==> config.mk <==
export PLATFORM = sky130hd
export DESIGN_NAME = layer0_input_packer
export DESIGN_NICKNAME = d
export VERILOG_FILES = /design/src/rtl/layer0_input_packer.sv
export SDC_FILE = /design/constraint.sdc
export NUM_CORES = 1
export LEC_CHECK = 0
export BUFFER_PORTS_ARGS = -buffer_cell sky130_fd_sc_hd__buf_2
export CAP_MARGIN = 5
export CORE_MARGIN = 3
export CORE_UTILIZATION = 39
export DETAILED_ROUTE_END_ITERATION = 16
export GPL_ROUTABILITY_DRIVEN = 0
export PLACE_DENSITY_LB_ADDON = 0.08
export SYNTH_ARGS = -nofsm -noshare
export SYNTH_HDL_FRONTEND = slang
export SYNTH_SLANG_ARGS = --single-unit
==> constraint.sdc <==
create_clock -name clk -period 7.3 [get_ports clk]
set_clock_uncertainty 0.2 [all_clocks]
set_input_delay 0.73 -clock clk [delete_from_list [all_inputs] [get_ports clk]]
set_output_delay 0.73 -clock clk [all_outputs]
set_load 0.005 [all_outputs]
==> src/rtl/layer0_input_packer.sv <==
// Layer-0 input packer: quantizes a stream of signed features and packs NUM_FEAT of them into one registered vector.
// Optional feature: define LAYER0_PACK_ROUND_EN for round-half-up quantization instead of floor.
module layer0_input_packer #(
  parameter int NUM_FEAT = 16,
  parameter int IN_W     = 16,
  parameter int Q_BITS   = 2,
  parameter int SHIFT    = 8
) (
  input  logic                         clk,
  input  logic                         rst_n,
  input  logic                         s_valid,
  output logic                         s_ready,
  input  logic [IN_W-1:0]              s_data,
  input  logic                         s_last,
  output logic                         m_valid,
  input  logic                         m_ready,
  output logic [NUM_FEAT*Q_BITS-1:0]   m_data,
  output logic                         err_len
);

  localparam int IDX_W = $clog2(NUM_FEAT);
  localparam int ASM_W = (NUM_FEAT - 1) * Q_BITS;
  localparam logic [IDX_W-1:0] LAST_IDX = IDX_W'(NUM_FEAT - 1);
  localparam int QMAX = (1 << (Q_BITS - 1)) - 1;
  localparam int QMIN = -(1 << (Q_BITS - 1));
  localparam logic signed [IN_W:0] QMAX_W = (IN_W + 1)'(QMAX);
  localparam logic signed [IN_W:0] QMIN_W = (IN_W + 1)'(QMIN);

  logic [IDX_W-1:0]        idx;
  logic [ASM_W-1:0]        asm_q;
  logic signed [IN_W:0]    pre_shift;
  logic signed [IN_W:0]    shifted;
  logic [Q_BITS-1:0]       q;
  logic                    in_last;
  logic                    accept;

  // One extra bit of headroom keeps the rounding add from wrapping at the top of the range.
`ifdef LAYER0_PACK_ROUND_EN
  localparam logic signed [IN_W:0] HALF_LSB = (IN_W + 1)'(1 << (SHIFT - 1));
  assign pre_shift = $signed({s_data[IN_W-1], s_data}) + HALF_LSB;
`else
  assign pre_shift = $signed({s_data[IN_W-1], s_data});
`endif

  assign shifted = pre_shift >>> SHIFT;

  always_comb begin
    q = shifted[Q_BITS-1:0];
    if (shifted > QMAX_W) begin
      q = QMAX_W[Q_BITS-1:0];
    end else if (shifted < QMIN_W) begin
      q = QMIN_W[Q_BITS-1:0];
    end
  end

  assign in_last = (idx == LAST_IDX);
  assign accept  = s_valid && s_ready;

  // Only the final slot can stall: it needs the output register free or being drained.
  always_comb begin
    s_ready = 1'b0;
    if (rst_n) begin
      s_ready = in_last ? (!m_valid || m_ready) : 1'b1;
    end
  end

  always_ff @(posedge clk) begin
    if (!rst_n) begin
      idx     <= '0;
      asm_q   <= '0;
      m_valid <= 1'b0;
      m_data  <= '0;
      err_len <= 1'b0;
    end else begin
      err_len <= 1'b0;
      if (m_valid && m_ready) begin
        m_valid <= 1'b0;
      end
      if (accept) begin
        if (in_last) begin
          m_data  <= {q, asm_q};
          m_valid <= 1'b1;
          idx     <= '0;
          err_len <= !s_last;
        end else if (s_last) begin
          // Short sample: drop the partial assembly and resynchronize on the next beat.
          idx     <= '0;
          err_len <= 1'b1;
        end else begin
          asm_q[idx*Q_BITS +: Q_BITS] <= q;
          idx <= idx + 1'b1;
        end
      end
    end
  end

endmodule

; ---- Word-level counts from Yosys, hierarchy flattened
; Cells that the tools add are included.
[op_classes]
n_addsub = 2
n_mul = 0
div = 0
order_cmp = 2
n_eq_ne = 1
shifts = 2
n_mux = 12
n_bitwise = 2
reduce_logical = 8
[ops]
columns = operator, n
row1 = 5-bit negator with 34-bit output, 1
row2 = 2-bit by 34-bit variable shift with 30-bit output (first input constant), 1
row3 = 2-bit by 34-bit indexed part select with 30-bit output, 1
row4 = 30-bit bitwise mux, 1
row5 = 8-bit by 2-bit greater-than comparator with 1-bit output (second input constant), 1
row6 = 8-bit by 2-bit < comparator with 1-bit output (second input constant), 1
row7 = 4-bit two-way mux, 2
row8 = 1-bit two-way mux, 7
row9 = 4-bit by 1-bit adder with 4-bit output (second input constant), 1
row10 = 4-bit equality test (second input constant), 1
row11 = 2-bit two-way mux, 2
row12 = 2-bit AND reduction, 2
row13 = 3-bit AND reduction, 1
row14 = 1-bit logical AND, 2
row15 = 1-bit logical NOT, 2
row16 = 1-bit inverter, 2
row17 = 1-bit logical OR, 1
[word_totals]
reg_bits = 68
latch_bits = 0
ramBits = 0
rom_bits = 0
inputBits = 21
out_inout_bits = 35
wordCells = 34
n_memories = 0

; ---- Longest topological paths before layout
; Gate-level depths: netlist of run 1.
[depth]
depth_word = 6
ltp_mapped = 10
depth_no_buf = 9

; ---- Least setup slack after synthesis of run 1
; Ideal clock, no wire load.
[synth_path]
path_kind = in2out
startpoint = input rst_n
endpoint = output s_ready
arrival_ns = 1.448
required_ns = 6.370
path_slack_ns = 4.922
path_stages = 3
n_path_buf = 2
path_cell_list = clkbuf_1 clkbuf_1 a21boi_0
[synth_between]
elab_chain_cells = 1
[synth_rtl]
columns = item, line_no
row1 = start: declaration, 10  ; input logic rst_n,
row2 = 1-bit two-way mux, 62  ; if (rst_n) begin
row3 = end: declaration, 12  ; output logic s_ready,
; No other way between the ends.

; ---- Worst setup path after layout of run 1
[layout_path]
startpoint = input rst_n
endpoint = register m_data[5]
[layout_between]
elab_chain_cells = 3
[layout_rtl]
columns = item, line_no
row1 = 1-bit two-way mux, 62
row2 = 1-bit logical AND, 57  ; assign accept = s_valid && s_ready;
row3 = 2-bit AND reduction (no line), --
row4 = end signal: assignment, 81  ; m_data <= {q, asm_q};
row5 = end: declaration, 17  ; output logic [NUM_FEAT*Q_BITS-1:0] m_data,
; Several ways; a longest one is shown, not always the timed one.
; A chain may end at the register's enable or synchronous reset.

==> flow_summary.json, run 1 <==
{
  "timing.setup.tns_ps": 0,
  "synth_edf_count": 0,
  "ff2ff_setup_slack_ps": 4430,
  "syn_inst": 348,
  "nets": 413,
  "r2r-start": "idx[0]$_SDFFE_PN0P_",
  "dieArea_um2": 8738,
  "cts_setup_buffers": 0,
  "reg2reg_depth": 6,
  "grt_overflow": 0,
  "post_cts_resize_count": 0,
  "synth.avg_cell_area_um2": 8.575,
  "grt_pass1_wl_um": 11300,
  "die_w_um": 93.48,
  "drtPass1Iterations": 4,
  "postRouteAntennaNets": 0,
  "vias_per_cell": 5.012,
  "leakage_nw": 1.347,
  "grt_pass1_vias": 2338,
  "power_frac_seq_pct": 51.2,
  "ys_warn_count": 0,
  "num_rows": 31,
  "p_int_mw": 0.5607,
  "dieHeight_um": 93.48,
  "cp-end-kind": "flip-flop",
  "timing.rr.end": "m_data[30]$_SDFFE_PN0P_",
  "initial_core_util_pct": 40.71,
  "cp.required_ps": 7340,
  "port_buffers": 47,
  "wl_per_cell_um": 13.34,
  "max-slew-margin-rel_pct": 24.50,
  "drc": 0,
  "path_clk_slew_ps": 70,
  "final-hold-violation-count": 0,
  "fin_crit_ps": 2903,
  "cts_buffer_depth": 2,
  "synth-main-ff-cell": "dfxtp_1",
  "worstSetupPathType": "input port to flip-flop",
  "via_count": 2456,
  "status": "completed",
  "htree_levels": 3,
  "maxCapViolCount": 0,
  "max_freq_mhz": 344.4,
  "syn_area_um2": 2984,
  "routed_wirelength_um": 6535,
  "io_pins": 56,
  "yosysSeqAreaShare_pct": 45.62,
  "clk_latency_ps": 350,
  "start_kind": "input port",
  "numCtsBuffers": 9,
  "power.total_mw": 0.7289,
  "p_sw_mw": 0.1682,
  "ys_types": 45,
  "drt_iter0_drc": 80,
  "final_common_cell": "nand2_1",
  "tightestPinTransition_ps": 1130,
  "comb_power_share_pct": 4.1,
  "syn_nets": 375,
  "min_period_over_period_pct": 39.77,
  "final_cell_mix": "nand2_1, dfxtp_1, buf_2",
  "crit_arrival_ps": 2940,
  "fin_util_pct": 47.26,
  "ys_async_sr_fraction_pct": 0,
  "power.share.clock_pct": 44.7,
  "diodes": 0,
  "tritoncts": "yes",
  "core_um2": 7331,
  "cts.sinks": 68,
  "rsz0062_at_grt": "false",
  "area_growth_pct": 16.10,
  "setup_viol": 0,
  "grt.total_usage_pct": 16.40,
  "dp_hpwl_um": 4367,
  "powerDensity_nw_per_um2": 210.4,
  "drive_gt1_share_pct": 18.93,
  "antenna_found_initial": 0,
  "report.final.slew_viol_count": 0,
  "peakVddDrop_uv": 99.42,
  "min_to": "m_data[22]$_SDFFE_PN0P_",
  "hold_buffers": 0,
  "ys_seq_elements": 68,
  "crit_fanout": 74,
  "hold_class": "flip-flop to flip-flop",
  "holdPathStages": 2,
  "grt_max_degree": 75,
  "sw_frac_of_total_pct": 23.08,
  "hold_start": "m_data[22]$_SDFFE_PN0P_",
  "cts_root_buf": "clkbuf_8"
}
## logic make-up after synthesis
group,after synthesis,share of synthesized area (%)
AOI/OAI and AO/OA,69,16.73
DFF,68,45.62
and+or+nand+nor,164,26.33
xor gates and xnor gates,1,0.5452
muxes,12,4.025
buffers and inverters,28,4.235
adders and majority gates,6,2.516
## critical path: stages
cell and delay [ps]:
buf_2 70, buf_4 500, nand2_1 270, a21oi_2 290, nand2_1 710, nand2_1 270, a21boi_1 90
## layer usage
layer | part of all wire [%] | GRT usage [%] | vias up
met3 | 4.0 | 4.344 | 12
met4 | 1.4 | 5.861 | 0
met2 | 45 | 25.85 | 38
li1 | - | - | 1278
met1 | 50 | 21.55 | 1128
met5 | 0 | 0 | -
## power by group through the flow
stage	clock network, mW	logic [mW]	registers (mW)
after detailed placement	0	0.0304	0.382
final	0.326	0.0300	0.373
after floorplan	0	0.0208	0.381
after global placement	0	0.0301	0.382
after global routing	0.350	0.0337	0.373
after CTS	0.335	0.0304	0.373
## layout make-up
cell class / instances / area (um2)
Fill cell: 768 / 3866
Tap cell: 99 / 123.9
Inverter: 6 / 22.52
Sequential cell: 68 / 1361
Clock buffer: 11 / 151.4
Multi-Input combinational cell: 252 / 1496
Clock inverter: 5 / 58.81
Timing Repair Buffer: 49 / 250.2
## worst max path at each step
stage / cells past startpoint / startpoint / end / slack (ps)
floorplan: 3 / rst_n / s_ready / 4920
global placement: 7 / rst_n / m_data[30]$_SDFFE_PN0P_ / 3960
detailed placement: 7 / rst_n / m_data[14]$_SDFFE_PN0P_ / 3940
CTS: 7 / rst_n / m_data[5]$_SDFFE_PN0P_ / 4310
global route: 7 / rst_n / m_data[25]$_SDFFE_PN0P_ / 4000
finish: 7 / rst_n / m_data[5]$_SDFFE_PN0P_ / 4400
## sequential cells by signal, indices dropped and copies added (netlist names)
register,flops
err_len,1
idx,4
m_data,32
asm_q,30
m_valid,1
## Yosys cell counts (all sizes together) (5+ instances only)
| cell type | count | area, um2 |
|---|---|---|
| dfxtp | 68 | 1361 |
| nor2b | 15 | 93.84 |
| mux2i | 12 | 120.1 |
| ha | 6 | 75.07 |
| nand3 | 23 | 115.1 |
| nand2 | 89 | 334.1 |
| buf | 11 | 62.56 |
| nor2 | 7 | 33.78 |
| clkbuf | 11 | 41.29 |
| inv | 6 | 22.52 |
| nand4 | 9 | 56.30 |
| o21ai | 11 | 55.05 |
| a21boi | 40 | 300.3 |
| a21oi | 5 | 28.78 |
## per-stage QoR
step	worst slack, ps	instances	area (um2)	hold slack, ps
2_1_floorplan	4922	348	2984	227.2
3_3_place_gp	3963	474	3254	239.0
3_5_place_dp	3942	474	3254	242.4
4_1_cts	4312	490	3465	251.9
5_1_grt	4000	490	3465	272.5
6_report	4397	490	3465	249.4
Note: power is estimated with default switching activity, not from simulation.
==> inputs of run 2 (changes only) <==
Clock period 7.3 ns to 2.6 ns, I/O delays scaled along.
==> flow_summary.json, run 2 (same netlist as run 1, synthesis figures left out) <==
{
  "sw_frac_of_total_pct": 22.03,
  "regMostFlops": "m_data",
  "ff2ff_setup_slack_ps": 130,
  "start_kind": "flip-flop",
  "slowest_delay_ps": 390,
  "grt.total_usage_pct": 16.98,
  "p_sw_mw": 0.4535,
  "power_frac_seq_pct": 50.8,
  "report.final.slew_viol_count": 0,
  "path_clk_slew_ps": 70,
  "crit_arrival_ps": 2540,
  "timing.rr.end": "asm_q[25]$_SDFFE_PN0P_",
  "reg.largest.list": "m_data x32, asm_q x30, idx x4",
  "cp-end-kind": "flip-flop",
  "final-hold-violation-count": 0,
  "grt_util_met2_pct": 26.38,
  "min_to": "m_data[31]$_SDFFE_PN0P_",
  "use_met3_pct": 4.505,
  "tritoncts": "yes",
  "vias_per_cell": 5.044,
  "grt_max_degree": 31,
  "design_area_um2": 3596,
  "antenna_found_initial": 0,
  "grt_overflow": 0,
  "htree_levels": 3,
  "cts_buffer_depth": 2,
  "slowest_stage": "a211o_1",
  "cts_root_buf": "clkbuf_8",
  "max_freq_mhz": 405.0,
  "postRouteAntennaNets": 0,
  "timing.setup.tns_ps": 0,
  "grt_pass1_vias": 2358,
  "worstSetupPathType": "flip-flop to flip-flop",
  "reg2reg_depth": 8,
  "area_growth_pct": 20.50,
  "crit_chain": "ha_1 -> and3_4 -> inv_2 -> ha_1 -> nand4b_1 -> a211o_1 -> nor3_4 -> mux2i_1",
  "die_w_um": 93.48,
  "hold_class": "input port to flip-flop",
  "clk_latency_ps": 350,
  "final_cell_mix": "nand2_1, dfxtp_1, buf_2",
  "place_area_um2": 3359,
  "nets": 427,
  "routed_wirelength_um": 6796,
  "drtPass1Iterations": 4,
  "stdcell_count": 504,
  "crit_family": "simple AND/OR/NAND/NOR gates",
  "drc": 0,
  "initial_core_util_pct": 40.71,
  "busiest_layer": "met2",
  "maxCapViolCount": 0,
  "power.total_mw": 2.058,
  "p_int_mw": 1.605,
  "comb_power_share_pct": 4.6,
  "min_period_over_period_pct": 94.97,
  "largest_reg_flops": 32,
  "dp_hpwl_um": 4927,
  "numCtsBuffers": 9,
  "drt_iter0_drc": 81,
  "rsz0062_at_grt": "false",
  "crit_top_cell": "ha_1",
  "tightestPinTransition_ps": 711.3,
  "cts.sinks": 68,
  "crit_fanout": 7,
  "drive_gt1_share_pct": 21.98,
  "hold_start": "s_data[15]",
  "fin_crit_ps": 2469,
  "dieHeight_um": 93.48,
  "max-slew-margin-rel_pct": 52.18,
  "num_rows": 31,
  "peakVddDrop_uv": 230.6,
  "dieArea_um2": 8738,
  "grt_util_met1_pct": 22.04,
  "core_um2": 7331,
  "setup_viol": 0,
  "cp_num_buf_inv": 1,
  "final_common_cell": "nand2_1",
  "power.share.clock_pct": 44.6,
  "powerDensity_nw_per_um2": 572.3,
  "place_inst": 488,
  "port_buffers": 47,
  "leakage_nw": 1.442,
  "via_count": 2542,
  "status": "completed",
  "diodes": 0,
  "wl_per_cell_um": 13.48,
  "cts_setup_buffers": 0,
  "holdPathStages": 3,
  "fin_util_pct": 49.05,
  "io_pins": 56,
  "r2r-start": "idx[0]$_SDFFE_PN0P_",
  "grt_pass1_wl_um": 11540,
  "cp.required_ps": 2670
}
==> run 2: area by class of cell <==
type / instances / area, um2
tap: 99 / 123.9
multi-input combinational: 252 / 1520
timing repair buffer: 63 / 355.3
inverter: 6 / 22.52
sequential: 68 / 1361
clock inverter: 3 / 43.79
clock buffer: 13 / 168.9
fill: 762 / 3735
==> run 2: through the flow <==
stage	setup slack (ps)	hold WS, ps
2_1_floorplan	270.8	204.9
3_3_place_gp	232.6	238.9
3_5_place_dp	185.8	241.8
4_1_cts	173.4	25.76
5_1_grt	0.5584	68.67
6_report	130.8	33.45
==> run 2: power groups by stage <==
stage | logic (mW) | clock network [mW] | registers, mW
5_1_grt | 0.105 | 0.992 | 1.05
4_1_cts | 0.0933 | 0.948 | 1.05
6_report | 0.0943 | 0.918 | 1.05
3_3_place_gp | 0.0921 | 0 | 1.07
2_1_floorplan | 0.0585 | 0 | 1.07
3_5_place_dp | 0.0931 | 0 | 1.07
==> run 2: per-layer routing <==
| metal | vias up | share of wire [%] |
|---|---|---|
| li1 | 1305 | - |
| met1 | 1172 | 46 |
| met2 | 53 | 47 |
| met3 | 12 | 4.5 |
| met4 | 0 | 1.8 |
| met5 | - | 0 |
==> run 2: worst max-delay path by stage <==
stage                        startpoint                endpoint  slack, ps  cells after the start
global route        idx[0]$_SDFFE_PN0P_  asm_q[17]$_SDFFE_PN0P_        0.6                      9
CTS                 idx[0]$_SDFFE_PN0P_  asm_q[20]$_SDFFE_PN0P_        170                      9
detailed placement  idx[0]$_SDFFE_PN0P_  asm_q[20]$_SDFFE_PN0P_        190                      9
floorplan           idx[0]$_SDFFE_PN0P_  asm_q[24]$_SDFFE_PN0P_        270                      9
finish              idx[0]$_SDFFE_PN0P_  asm_q[25]$_SDFFE_PN0P_        130                      8
global placement    idx[0]$_SDFFE_PN0P_  asm_q[20]$_SDFFE_PN0P_        230                      9
==> run 2: tightest hold or removal path, stage by stage <==
cell and delay [ps]:
buf_2 150, nand2_1 60, a21boi_0 60
==> run 2: what timing repair did <==
item / CTS / global route
setup endpoints to repair: 0 / 2
resized for setup: 0 / 4
hold buffers: 0 / 0
==> inputs of run 3 (changes only) <==
Settings changed: SETUP_SLACK_MARGIN set to 0.4.
==> flow_summary.json, run 3 (same netlist as run 1, synthesis figures left out) <==
{
  "status": "completed",
  "final_common_cell": "nand2_1",
  "path_clk_slew_ps": 80,
  "leakage_nw": 1.550,
  "tritoncts": "yes",
  "max-slew-margin-rel_pct": 61.81,
  "largest_reg_flops": 32,
  "dieArea_um2": 8738,
  "max_freq_mhz": 440.6,
  "grt_pass1_wl_um": 11510,
  "drive_gt1_share_pct": 28.16,
  "hold_buffers": 0,
  "n_fill_cell": 727,
  "dp_hpwl_um": 4929,
  "cts.sinks": 68,
  "regMostFlops": "m_data",
  "via_count": 2573,
  "die_w_um": 93.48,
  "numCtsBuffers": 9,
  "num_rows": 31,
  "peakVddDrop_uv": 257.3,
  "min_period_over_period_pct": 87.30,
  "drtPass1Iterations": 4,
  "wl_per_cell_um": 13.75,
  "stdcell_count": 511,
  "report.final.slew_viol_count": 0,
  "worstSetupPathType": "flip-flop to flip-flop",
  "timing.setup.tns_ps": 0,
  "area_growth_pct": 28.34,
  "grt.total_usage_pct": 16.90,
  "routed_wirelength_um": 7027,
  "maxCapViolCount": 0,
  "start_kind": "flip-flop",
  "final-hold-violation-count": 0,
  "initial_core_util_pct": 40.71,
  "antenna_found_initial": 0,
  "setup_viol": 0,
  "diodes": 0,
  "clk_latency_ps": 360,
  "grt_pass1_vias": 2477,
  "crit_arrival_ps": 2320,
  "dieHeight_um": 93.48,
  "rsz0062_at_grt": "true",
  "cp-end-kind": "flip-flop",
  "grt_max_degree": 29,
  "cts_root_buf": "clkbuf_8",
  "cts_buffer_depth": 2,
  "cp.required_ps": 2650,
  "fin_crit_ps": 2270,
  "place_inst": 483,
  "postRouteAntennaNets": 0,
  "core_um2": 7331,
  "port_buffers": 47,
  "holdPathStages": 3,
  "powerDensity_nw_per_um2": 558.8,
  "reg.largest.list": "m_data x32, asm_q x30, idx x4",
  "reg2reg_depth": 7,
  "nets": 434,
  "vias_per_cell": 5.035,
  "htree_levels": 3,
  "io_pins": 56,
  "drc": 0,
  "crit_fanout": 4,
  "final_cell_mix": "nand2_1, dfxtp_1, buf_2",
  "fin_util_pct": 52.24,
  "drt_iter0_drc": 101,
  "grt_overflow": 0,
  "tightestPinTransition_ps": 569.4,
  "hold_class": "input port to flip-flop"
}
## run 3: stage by stage
step / area (um2) / total power [mW] / worst slack [ps] / hold WS [ps]
4_1_cts: 3669 / 2.158 / 367.1 / 19.66
3_3_place_gp: 3372 / 1.161 / 312.5 / 239.4
2_1_floorplan: 3022 / 1.129 / 406.7 / 204.9
3_5_place_dp: 3372 / 1.162 / 274.2 / 242.1
5_1_grt: 3830 / 2.215 / 223.0 / 49.58
6_report: 3830 / 2.140 / 330.1 / 37.20
## run 3: layout make-up
class | instances | area (um2) | area share (%)
Multi-Input combinational cell | 252 | 1645 | 42.96
Sequential cell | 68 | 1373 | 35.84
Timing Repair Buffer | 70 | 440.4 | 11.50
Clock buffer | 10 | 137.6 | 3.594
Tap cell | 99 | 123.9 | 3.234
Clock inverter | 6 | 85.08 | 2.221
Inverter | 6 | 25.02 | 0.6534
## run 3: critical path, stage by stage, from the launching register on
cell	delay (ps)
dfxtp_4	380
nor3_4	210
ha_1	270
nand4b_1	330
a211oi_2	310
nand4_1	210
mux2i_1	200
nor2b_1	60
## run 3: final timing paths
kind              slack (ps)                      end               startpoint
setup / recovery         330   asm_q[29]$_SDFFE_PN0P_      idx[1]$_SDFFE_PN0P_
hold / removal            40  m_data[31]$_SDFFE_PN0P_               s_data[15]
setup reg to reg         330   asm_q[29]$_SDFFE_PN0P_      idx[1]$_SDFFE_PN0P_
hold reg to reg          250  m_data[19]$_SDFFE_PN0P_  m_data[19]$_SDFFE_PN0P_
## run 3: what timing repair did
item / in CTS / in global routing
setup buffers: 6 / 6
pin swaps: 2 / 15
cloned: 0 / 0
resized for setup: 7 / 27
setup endpoints to repair: 18 / 45
## run 3: per-layer routing
layer	global-route usage (%)	part of all wire (%)	wire, um
met2	27.99	47	3312
met5	0	0	0
met1	20.59	47	3315
met4	6.349	1.9	134
met3	5.068	3.8	264
## run 3: where the power goes
group	internal, mW	leakage (nW)	switching [mW]	total (mW)
logic	0.0438	0.883	0.0587	0.102
clock network	0.567	0.117	0.428	0.994
registers	1.04	0.550	0.00295	1.04
total	1.65	1.55	0.489	2.14
